--- src/rtl/ex_sched_pkg.sv ---
// ============================================================================
// Module      : ex_sched_pkg
// Description : Shared types and constants for the single-ALU EX scheduler.
// Revision    : 1.0 - initial release
// ============================================================================
`default_nettype none

package ex_sched_pkg;

   localparam int         WIDTH_DEF = 64;
   localparam logic [3:0] ALU_ADD   = 4'b0010;

   typedef enum logic [1:0] {
      IDLE = 2'd0,
      OP   = 2'd1,
      BR   = 2'd2,
      RESP = 2'd3
   } state_t;

endpackage

`default_nettype wire

--- src/rtl/ex_alu_sched_if.sv ---
// ============================================================================
// Module      : ex_alu_sched_if
// Description : Bus to the external shared ALU (operands/control out, result in).
// Revision    : 1.0 - initial release
// ============================================================================
`default_nettype none

interface ex_alu_sched_if #(
   parameter int WIDTH = 64,
   parameter int CTL_W = 4
);
   logic [WIDTH-1:0] alu_a;
   logic [WIDTH-1:0] alu_b;
   logic [CTL_W-1:0] alu_ctl;
   logic [WIDTH-1:0] alu_result;
   logic             alu_zero;

   modport master (output alu_a, alu_b, alu_ctl, input alu_result, alu_zero);
   modport slave  (input alu_a, alu_b, alu_ctl, output alu_result, alu_zero);
endinterface

`default_nettype wire

--- src/rtl/ex_alu_sched.sv ---
// ============================================================================
// Module      : ex_alu_sched
// Description : Time-shares one ALU between the EX main op and the branch-target
//               add. Optional macro EX_BACK2BACK_EN removes the RESP->IDLE bubble.
// Revision    : 1.0 - initial release
// ============================================================================
`default_nettype none

module ex_alu_sched
   import ex_sched_pkg::*;
#(
   parameter int               WIDTH   = WIDTH_DEF,
   parameter int               CTL_W   = 4,
   parameter logic [CTL_W-1:0] ADD_CTL = CTL_W'(ALU_ADD)
) (
   input  wire logic             clk,
   input  wire logic             reset,
   input  wire logic             req_valid,
   output logic                  req_ready,
   input  wire logic             is_branch,
   input  wire logic             alu_src,
   input  wire logic [CTL_W-1:0] alu_control,
   input  wire logic [WIDTH-1:0] pc,
   input  wire logic [WIDTH-1:0] sign_imm,
   input  wire logic [WIDTH-1:0] read_data1,
   input  wire logic [WIDTH-1:0] read_data2,
   ex_alu_sched_if.master        alu,
   output logic                  rsp_valid,
   input  wire logic             rsp_ready,
   output logic [WIDTH-1:0]      alu_result_o,
   output logic                  zero_o,
   output logic [WIDTH-1:0]      pc_branch,
   output logic [WIDTH-1:0]      write_data,
   output logic                  stall
);

   state_t           r_state;
   logic             r_is_branch;
   logic             r_alu_src;
   logic [CTL_W-1:0] r_ctl;
   logic [WIDTH-1:0] r_pc;
   logic [WIDTH-1:0] r_imm;
   logic [WIDTH-1:0] r_rd1;
   logic [WIDTH-1:0] r_rd2;
   logic             w_accept;

   always_comb begin
      req_ready = 1'b0;
      case (r_state)
         IDLE:    req_ready = 1'b1;
`ifdef EX_BACK2BACK_EN
         RESP:    req_ready = rsp_ready;
`else
         RESP:    req_ready = 1'b0;
`endif
         default: req_ready = 1'b0;
      endcase
      w_accept  = req_valid & req_ready;
      stall     = req_valid & ~req_ready;
      rsp_valid = (r_state == RESP);
   end

   // Operands come only from the latched copies so mid-op input changes are invisible.
   always_comb begin
      alu.alu_a   = '0;
      alu.alu_b   = '0;
      alu.alu_ctl = '0;
      case (r_state)
         OP: begin
            alu.alu_a   = r_rd1;
            alu.alu_b   = r_alu_src ? r_imm : r_rd2;
            alu.alu_ctl = r_ctl;
         end
         BR: begin
            alu.alu_a   = r_pc;
            alu.alu_b   = {r_imm[WIDTH-3:0], 2'b00};
            alu.alu_ctl = ADD_CTL;
         end
         default: ;
      endcase
   end

   always_ff @(posedge clk) begin
      if (reset) begin
         r_state      <= IDLE;
         r_is_branch  <= 1'b0;
         r_alu_src    <= 1'b0;
         r_ctl        <= '0;
         r_pc         <= '0;
         r_imm        <= '0;
         r_rd1        <= '0;
         r_rd2        <= '0;
         alu_result_o <= '0;
         zero_o       <= 1'b0;
         pc_branch    <= '0;
         write_data   <= '0;
      end else begin
         if (w_accept) begin
            r_is_branch <= is_branch;
            r_alu_src   <= alu_src;
            r_ctl       <= alu_control;
            r_pc        <= pc;
            r_imm       <= sign_imm;
            r_rd1       <= read_data1;
            r_rd2       <= read_data2;
            write_data  <= read_data2;
         end
         case (r_state)
            IDLE: begin
               if (req_valid) r_state <= OP;
            end
            OP: begin
               alu_result_o <= alu.alu_result;
               zero_o       <= alu.alu_zero;
               if (r_is_branch) begin
                  r_state <= BR;
               end else begin
                  pc_branch <= '0;
                  r_state   <= RESP;
               end
            end
            BR: begin
               pc_branch <= alu.alu_result;
               r_state   <= RESP;
            end
            RESP: begin
               // A same-cycle accept only happens when back-to-back issue is enabled.
               if (rsp_ready) r_state <= w_accept ? OP : IDLE;
            end
            default: r_state <= IDLE;
         endcase
      end
   end

endmodule

`default_nettype wire
--- src/flat_wrapper.sv ---
// flat-port wrapper written by rule: the top's interface ports become plain ports
module ex_alu_sched_flat import ex_sched_pkg::*;
#(
   parameter int               WIDTH   = WIDTH_DEF,
   parameter int               CTL_W   = 4,
   parameter logic [CTL_W-1:0] ADD_CTL = CTL_W'(ALU_ADD)
)
  (clk, reset, req_valid, req_ready, is_branch, alu_src, alu_control, pc, sign_imm, read_data1, read_data2, rsp_valid, rsp_ready, alu_result_o, zero_o, pc_branch, write_data, stall, alu_alu_a, alu_alu_b, alu_alu_ctl, alu_alu_result, alu_alu_zero);
  ex_alu_sched_if #(.WIDTH(WIDTH), .CTL_W(CTL_W)) alu_i ();
  input  wire logic clk;
  input  wire logic reset;
  input  wire logic req_valid;
  output logic req_ready;
  input  wire logic is_branch;
  input  wire logic alu_src;
  input  wire logic [CTL_W-1:0] alu_control;
  input  wire logic [WIDTH-1:0] pc;
  input  wire logic [WIDTH-1:0] sign_imm;
  input  wire logic [WIDTH-1:0] read_data1;
  input  wire logic [WIDTH-1:0] read_data2;
  output logic rsp_valid;
  input  wire logic rsp_ready;
  output logic [WIDTH-1:0] alu_result_o;
  output logic zero_o;
  output logic [WIDTH-1:0] pc_branch;
  output logic [WIDTH-1:0] write_data;
  output logic stall;
  output wire logic [$bits(alu_i.alu_a)-1:0] alu_alu_a;
  output wire logic [$bits(alu_i.alu_b)-1:0] alu_alu_b;
  output wire logic [$bits(alu_i.alu_ctl)-1:0] alu_alu_ctl;
  input wire logic [$bits(alu_i.alu_result)-1:0] alu_alu_result;
  input wire logic [$bits(alu_i.alu_zero)-1:0] alu_alu_zero;
  assign alu_alu_a = alu_i.alu_a;
  assign alu_alu_b = alu_i.alu_b;
  assign alu_alu_ctl = alu_i.alu_ctl;
  assign alu_i.alu_result = alu_alu_result;
  assign alu_i.alu_zero = alu_alu_zero;
  ex_alu_sched #(.WIDTH(WIDTH), .CTL_W(CTL_W), .ADD_CTL(ADD_CTL)) u_core (.clk(clk), .reset(reset), .req_valid(req_valid), .req_ready(req_ready), .is_branch(is_branch), .alu_src(alu_src), .alu_control(alu_control), .pc(pc), .sign_imm(sign_imm), .read_data1(read_data1), .read_data2(read_data2), .alu(alu_i), .rsp_valid(rsp_valid), .rsp_ready(rsp_ready), .alu_result_o(alu_result_o), .zero_o(zero_o), .pc_branch(pc_branch), .write_data(write_data), .stall(stall));
endmodule
--- config.mk ---
export PLATFORM = sky130hd
export DESIGN_NAME = ex_alu_sched_flat
export DESIGN_NICKNAME = d
export VERILOG_FILES = /design/src/rtl/ex_sched_pkg.sv /design/src/rtl/ex_alu_sched_if.sv /design/src/rtl/ex_alu_sched.sv /design/src/flat_wrapper.sv
export SDC_FILE = /design/constraint.sdc
export NUM_CORES = 1
export LEC_CHECK = 0
export CELL_PAD_IN_SITES_DETAIL_PLACEMENT = 2
export CELL_PAD_IN_SITES_GLOBAL_PLACEMENT = 2
export CORE_ASPECT_RATIO = 0.7
export CORE_MARGIN = 4
export CORE_UTILIZATION = 25
export CTS_BUF_LIST = sky130_fd_sc_hd__clkbuf_4 sky130_fd_sc_hd__clkbuf_8
export CTS_CLUSTER_SIZE = 28
export DETAILED_ROUTE_END_ITERATION = 16
export GPL_TIMING_DRIVEN = 1
export PLACE_DENSITY = 0.86
export REMOVE_ABC_BUFFERS = 1
export SLEW_MARGIN = 15
export SYNTH_ARGS = -nofsm -noshare
export SYNTH_HDL_FRONTEND = slang
export SYNTH_SLANG_ARGS = --single-unit
--- constraint.sdc ---
create_clock -name clk -period 2.4 [get_ports clk]
set_input_delay 0.72 -clock clk [delete_from_list [all_inputs] [get_ports clk]]
set_output_delay 0.72 -clock clk [all_outputs]
set_load 0.02 [all_outputs]
Word-level counts from Yosys, hierarchy flattened
Cells that the tools add are included.

cells by class
  $add $sub $neg = 0
  multipliers = 0
  div/mod/pow operators = 0
  magnitude comparators = 0
  equality and inequality tests = 6
  shift-type cells = 0
  mux-type cells = 12
  bitwise operators = 3
  reductions and logical operators = 4

operator list
  operator                                                         number
  64-bit case mux with 2 select lines                              3
  64-bit 2-to-1 mux                                                2
  2-bit case mux with 4 select lines                               1
  4-bit case mux with 2 select lines                               1
  2-bit == test, second input constant                             2
  2-bit 2-to-1 mux                                                 2
  2-bit != test, second input constant                             2
  2-bit AND reduction                                              2
  1-bit 2-to-1 mux                                                 3
  1-bit bitwise AND                                                2
  2-bit by 1-bit == test with 1-bit output, second input constant  1
  2-bit zero test                                                  1
  2-bit by 1-bit != test with 1-bit output, second input constant  1
  2-bit nonzero test                                               1
  1-bit NOT                                                        1

storage, ports and cells
  bits in registers = 393
  latch bits = 0
  bits in writable memories = 0
  ROM bits = 0
  input port bits = 331
  output and inout bits = 328
  memories = 0

Logic depth before layout (Yosys ltp)
  depth in word-level cells = 6
  mapped depth = 8
  depth with buffers taken out = 5

Worst setup path after synthesis
Ideal clock, no wire load.

  path type = reg2out
  start = register u_core.r_state[0]
  end = output port alu_alu_a[21]
  data arrival time = 1.639 ns
  setup slack = 0.041 ns
  cell stages (with the launch flop) = 6
  cells stage by stage = dfxtp_1 inv_1 ha_1 clkbuf_1 clkbuf_1 nor2b_1

between the ends
  longest elaborated chain between the ends = 2
  elaborated cells on any way between the ends = 3
  those cells by class = 2 x eq/ne; 1 x mux

ends and longest elaborated chain
  what                                                                              line                 RTL
  from (decl)                                                                       ex_alu_sched.sv:37   state_t r_state;
  from (signal assigned)                                                            ex_alu_sched.sv:128  if (rsp_ready) r_state <= w_accept ? OP : IDLE;
  2-bit == test / 2-bit by 1-bit == test with 1-bit output (equally long branches)  ex_alu_sched.sv:68   case (r_state)
  64-bit case mux with 2 select lines (*)                                           ex_alu_sched.sv:68
  to (decl)                                                                         flat_wrapper.sv:28   output wire logic [$bits(alu_i.alu_a)-1:0] alu_alu_a;

Every way passes the cells marked *; elsewhere a longest branch is shown, timed or not.

Worst setup path after layout
  start = register u_core.r_state[1]
  end = output port alu_alu_a[18]

The elaborated chain is that of the path after synthesis.

==> run metrics <==
Post-layout nets=3094; synthesized area=0.0168 sq mm; CTS sink cnt=between 300 and 400; fin worst setup slack=-0.596 ns; Worst setup SP type=flip-flop; Fin. Hold Viols=0; Yosys top cell area share=46.9%; max-cap violation count=0; I/O Pins=659; top area cells in the synthesized netlist=dfxtp_1, nand2_1, a21oi_1, a22oi_1, nor2b_1; HP Class=primary input to flip-flop; Final Skew=0.0414 ns; hold_buf cts=0; Worst EP arrival=~2.3 ns; gpl congestion=0.851; min Tclk post-route=3.00 ns; layout cell share with drive strength beyond 1=24.7%; Reg-to-Reg End=u_core.pc_branch[43]; flops & latches, synth=393; LEAKAGE=11.3 nW; Worst-Skew Late Latency=0.65 ns; total gr overflow=0; first-pass GRT wire length=143000 um; crit path max fanout=5; CP Class=flip-flop to output pin; Post-Place Worst Slack=-0.406 ns; pwr dens=1170 mW/mm^2; WL final=106000 um; syn avg cell area=8.21 sq um; Final Slew Violations=0; Layout area overhead=69.2%; cts bufs inserted=68; via-per-instance ratio=5.22; DRC viols=0; Placed Area=~0.025 sq mm; vias in the first global route=~22000; Fmax=between 300 and 400 MHz; htree depth=3; Initial Util=25.3%; reg2reg path depth=9; Detailed Route Iter0 Violations=1155; via count=19400; final setup fails=around 130; hold path depth=2; CTS tree=yes; Seq/Total Area, Yosys=46.9%; largest net degree at the start of global routing=84; DP HPWL=63100 um; row cnt=79; initial antenna violation count=24; cell accounting for the most synthesized area=dfxtp_1; status=finished, violations left; failing checks=negative setup slack; port bufs=about 660; drt pass-1 iters=7; die area=between 0.07 and 0.08 sq mm; post-layout util=42.7%; design area=about 0.028 sq mm; final clock period utilization by the worst path=125%; clock transition at the registers of the reported paths=0.07 ns; critical path endpoint category=output pin; Hold Crit Start=reset; YS warnings=0; Worst R2R Setup Slack=0 ns; placeable core region=between 0.06 and 0.07 sq mm; mean routed wirelength per cell=28.7 um; Clock Root Buffer=clkbuf_8; Die Width=between 300 and 400 um; Slew Limit Headroom=40.5%; Peak supply drop=about 0.57 mV; Hold Path End=u_core.alu_result_o[58]; Die H=225 um; clk buf depth=3; Routed Antenna Nets=0; Tot Pwr=33.1 mW; RSZ-0062 raised after global routing=true; commonest cells after routing, fill and taps aside=nand2_1, dfxtp_1, clkdlybuf4s50_1; dpl cells=3504; Distinct cells, synth=25; gr usage total=26.0%; worst path required time=1.68 ns; most common cell after layout, fill and taps aside=nand2_1; Worst Tran Pin Value=0.893 ns; FF-to-FF Start=u_core.r_state[0]; Final Non-Filler Cells=3709; Post-Syn Instances=2042
## cell usage after synthesis
library cell    n
inv_1           3
and3_1          3
mux2i_1        67
a21oi_1       329
clkbuf_1      101
and2b_1         1
nor2_1         67
nor2b_1       129
nand3_1        65
nand2_1       525
dfxtp_1       393
a22oi_1       126
ha_1            6
buf_6           7
buf_4          23
a311oi_1        1
a211oi_1        1
and2_1          1
nand2b_1        4
buf_1           4
nand2_2         1
o211ai_1       64
buf_2          58
a21o_1          1
mux2_2         62
## power by group
part,internal (mW),switching (mW)
combinational,7.95,9.68
clock,3.63,3.15
sequential,7.70,1.04
## what timing repair did
action / CTS / global route
cloned: 16 / 9
resized for setup: 940 / 309
buffers inserted: 39 / 21
pin swaps: 15 / 45
setup endpoints to repair: 305 / 150
## sequential cells by signal (all words and copies together), names as in the netlist
signal / flops
u_core.r_state: 2
u_core.r_alu_src: 1
u_core.r_pc: 64
u_core.r_rd1: 64
u_core.zero_o: 1
u_core.r_ctl: 4
u_core.r_imm: 64
u_core.r_is_branch: 1
u_core.r_rd2: 64
u_core.pc_branch: 64
u_core.alu_result_o: 64
## layout make-up
cell class | instances | area [sq um]
Clock buffer | 100 | 1240
Sequential cell | 393 | 7880
Fill cell | 7121 | 38000
Clock inverter | 13 | 153
Tap cell | 891 | 1110
Timing Repair Buffer | 838 | 8920
Antenna cell | 18 | 45.0
Inverter | 3 | 13.8
Multi-Input combinational cell | 1453 | 9010
## cells by family after synthesis
family          after synthesis  synth area share (%)
compound gates              522                  18.5
fa+ha+maj                     6                 0.448
buf+inv                     196                  5.65
flops                       393                  46.9
mux                         129                  8.16
simple gates                796                  20.4
## metrics by stage
| stage | TNS [ns] | hold slack [ns] |
|---|---|---|
| after floorplan | -1683.32 | 0.426 |
| after global placement | -31.46 | 0.439 |
| after detailed placement | -39.64 | 0.451 |
| after CTS | -72.51 | 0.375 |
| after global routing | -77.21 | 0.392 |
| final | -60.32 | 0.453 |
## worst max-delay path: stages, from the launching register on
cell,delay [ns]
dfxtp_4,0.36
buf_6,0.12
ha_4,0.18
buf_12,0.13
clkbuf_16,0.17
buf_8,0.14
a22oi_1,0.22
nor2b_1,0.11
buf_4,0.17
## metal layers
| layer | wire length, um | up-vias | track usage, % |
|---|---|---|---|
| met2 | 54400 | 748 | 47.4 |
| met1 | 41300 | 9924 | 29.6 |
| met3 | 5160 | 295 | 5.27 |
| li1 | - | 8396 | - |
| met5 | 65 | - | 0 |
| met4 | 5430 | 10 | 11.1 |
## worst max-delay path by stage
| stage | startpoint | to | slack [ns] | cells after the start |
|---|---|---|---|---|
| after global routing | u_core.r_state[1] | alu_alu_a[18] | -0.72 | 8 |
| after detailed placement | u_core.r_state[0] | alu_alu_a[17] | -0.41 | 5 |
| after floorplan | u_core.r_state[1] | alu_alu_a[0] | -4.02 | 4 |
| after global placement | u_core.r_state[0] | alu_alu_a[58] | -0.35 | 5 |
| final | u_core.r_state[1] | alu_alu_a[18] | -0.60 | 8 |
| after CTS | u_core.r_state[0] | alu_alu_a[36] | -0.66 | 9 |
Power figures use the tool's default switching activity.
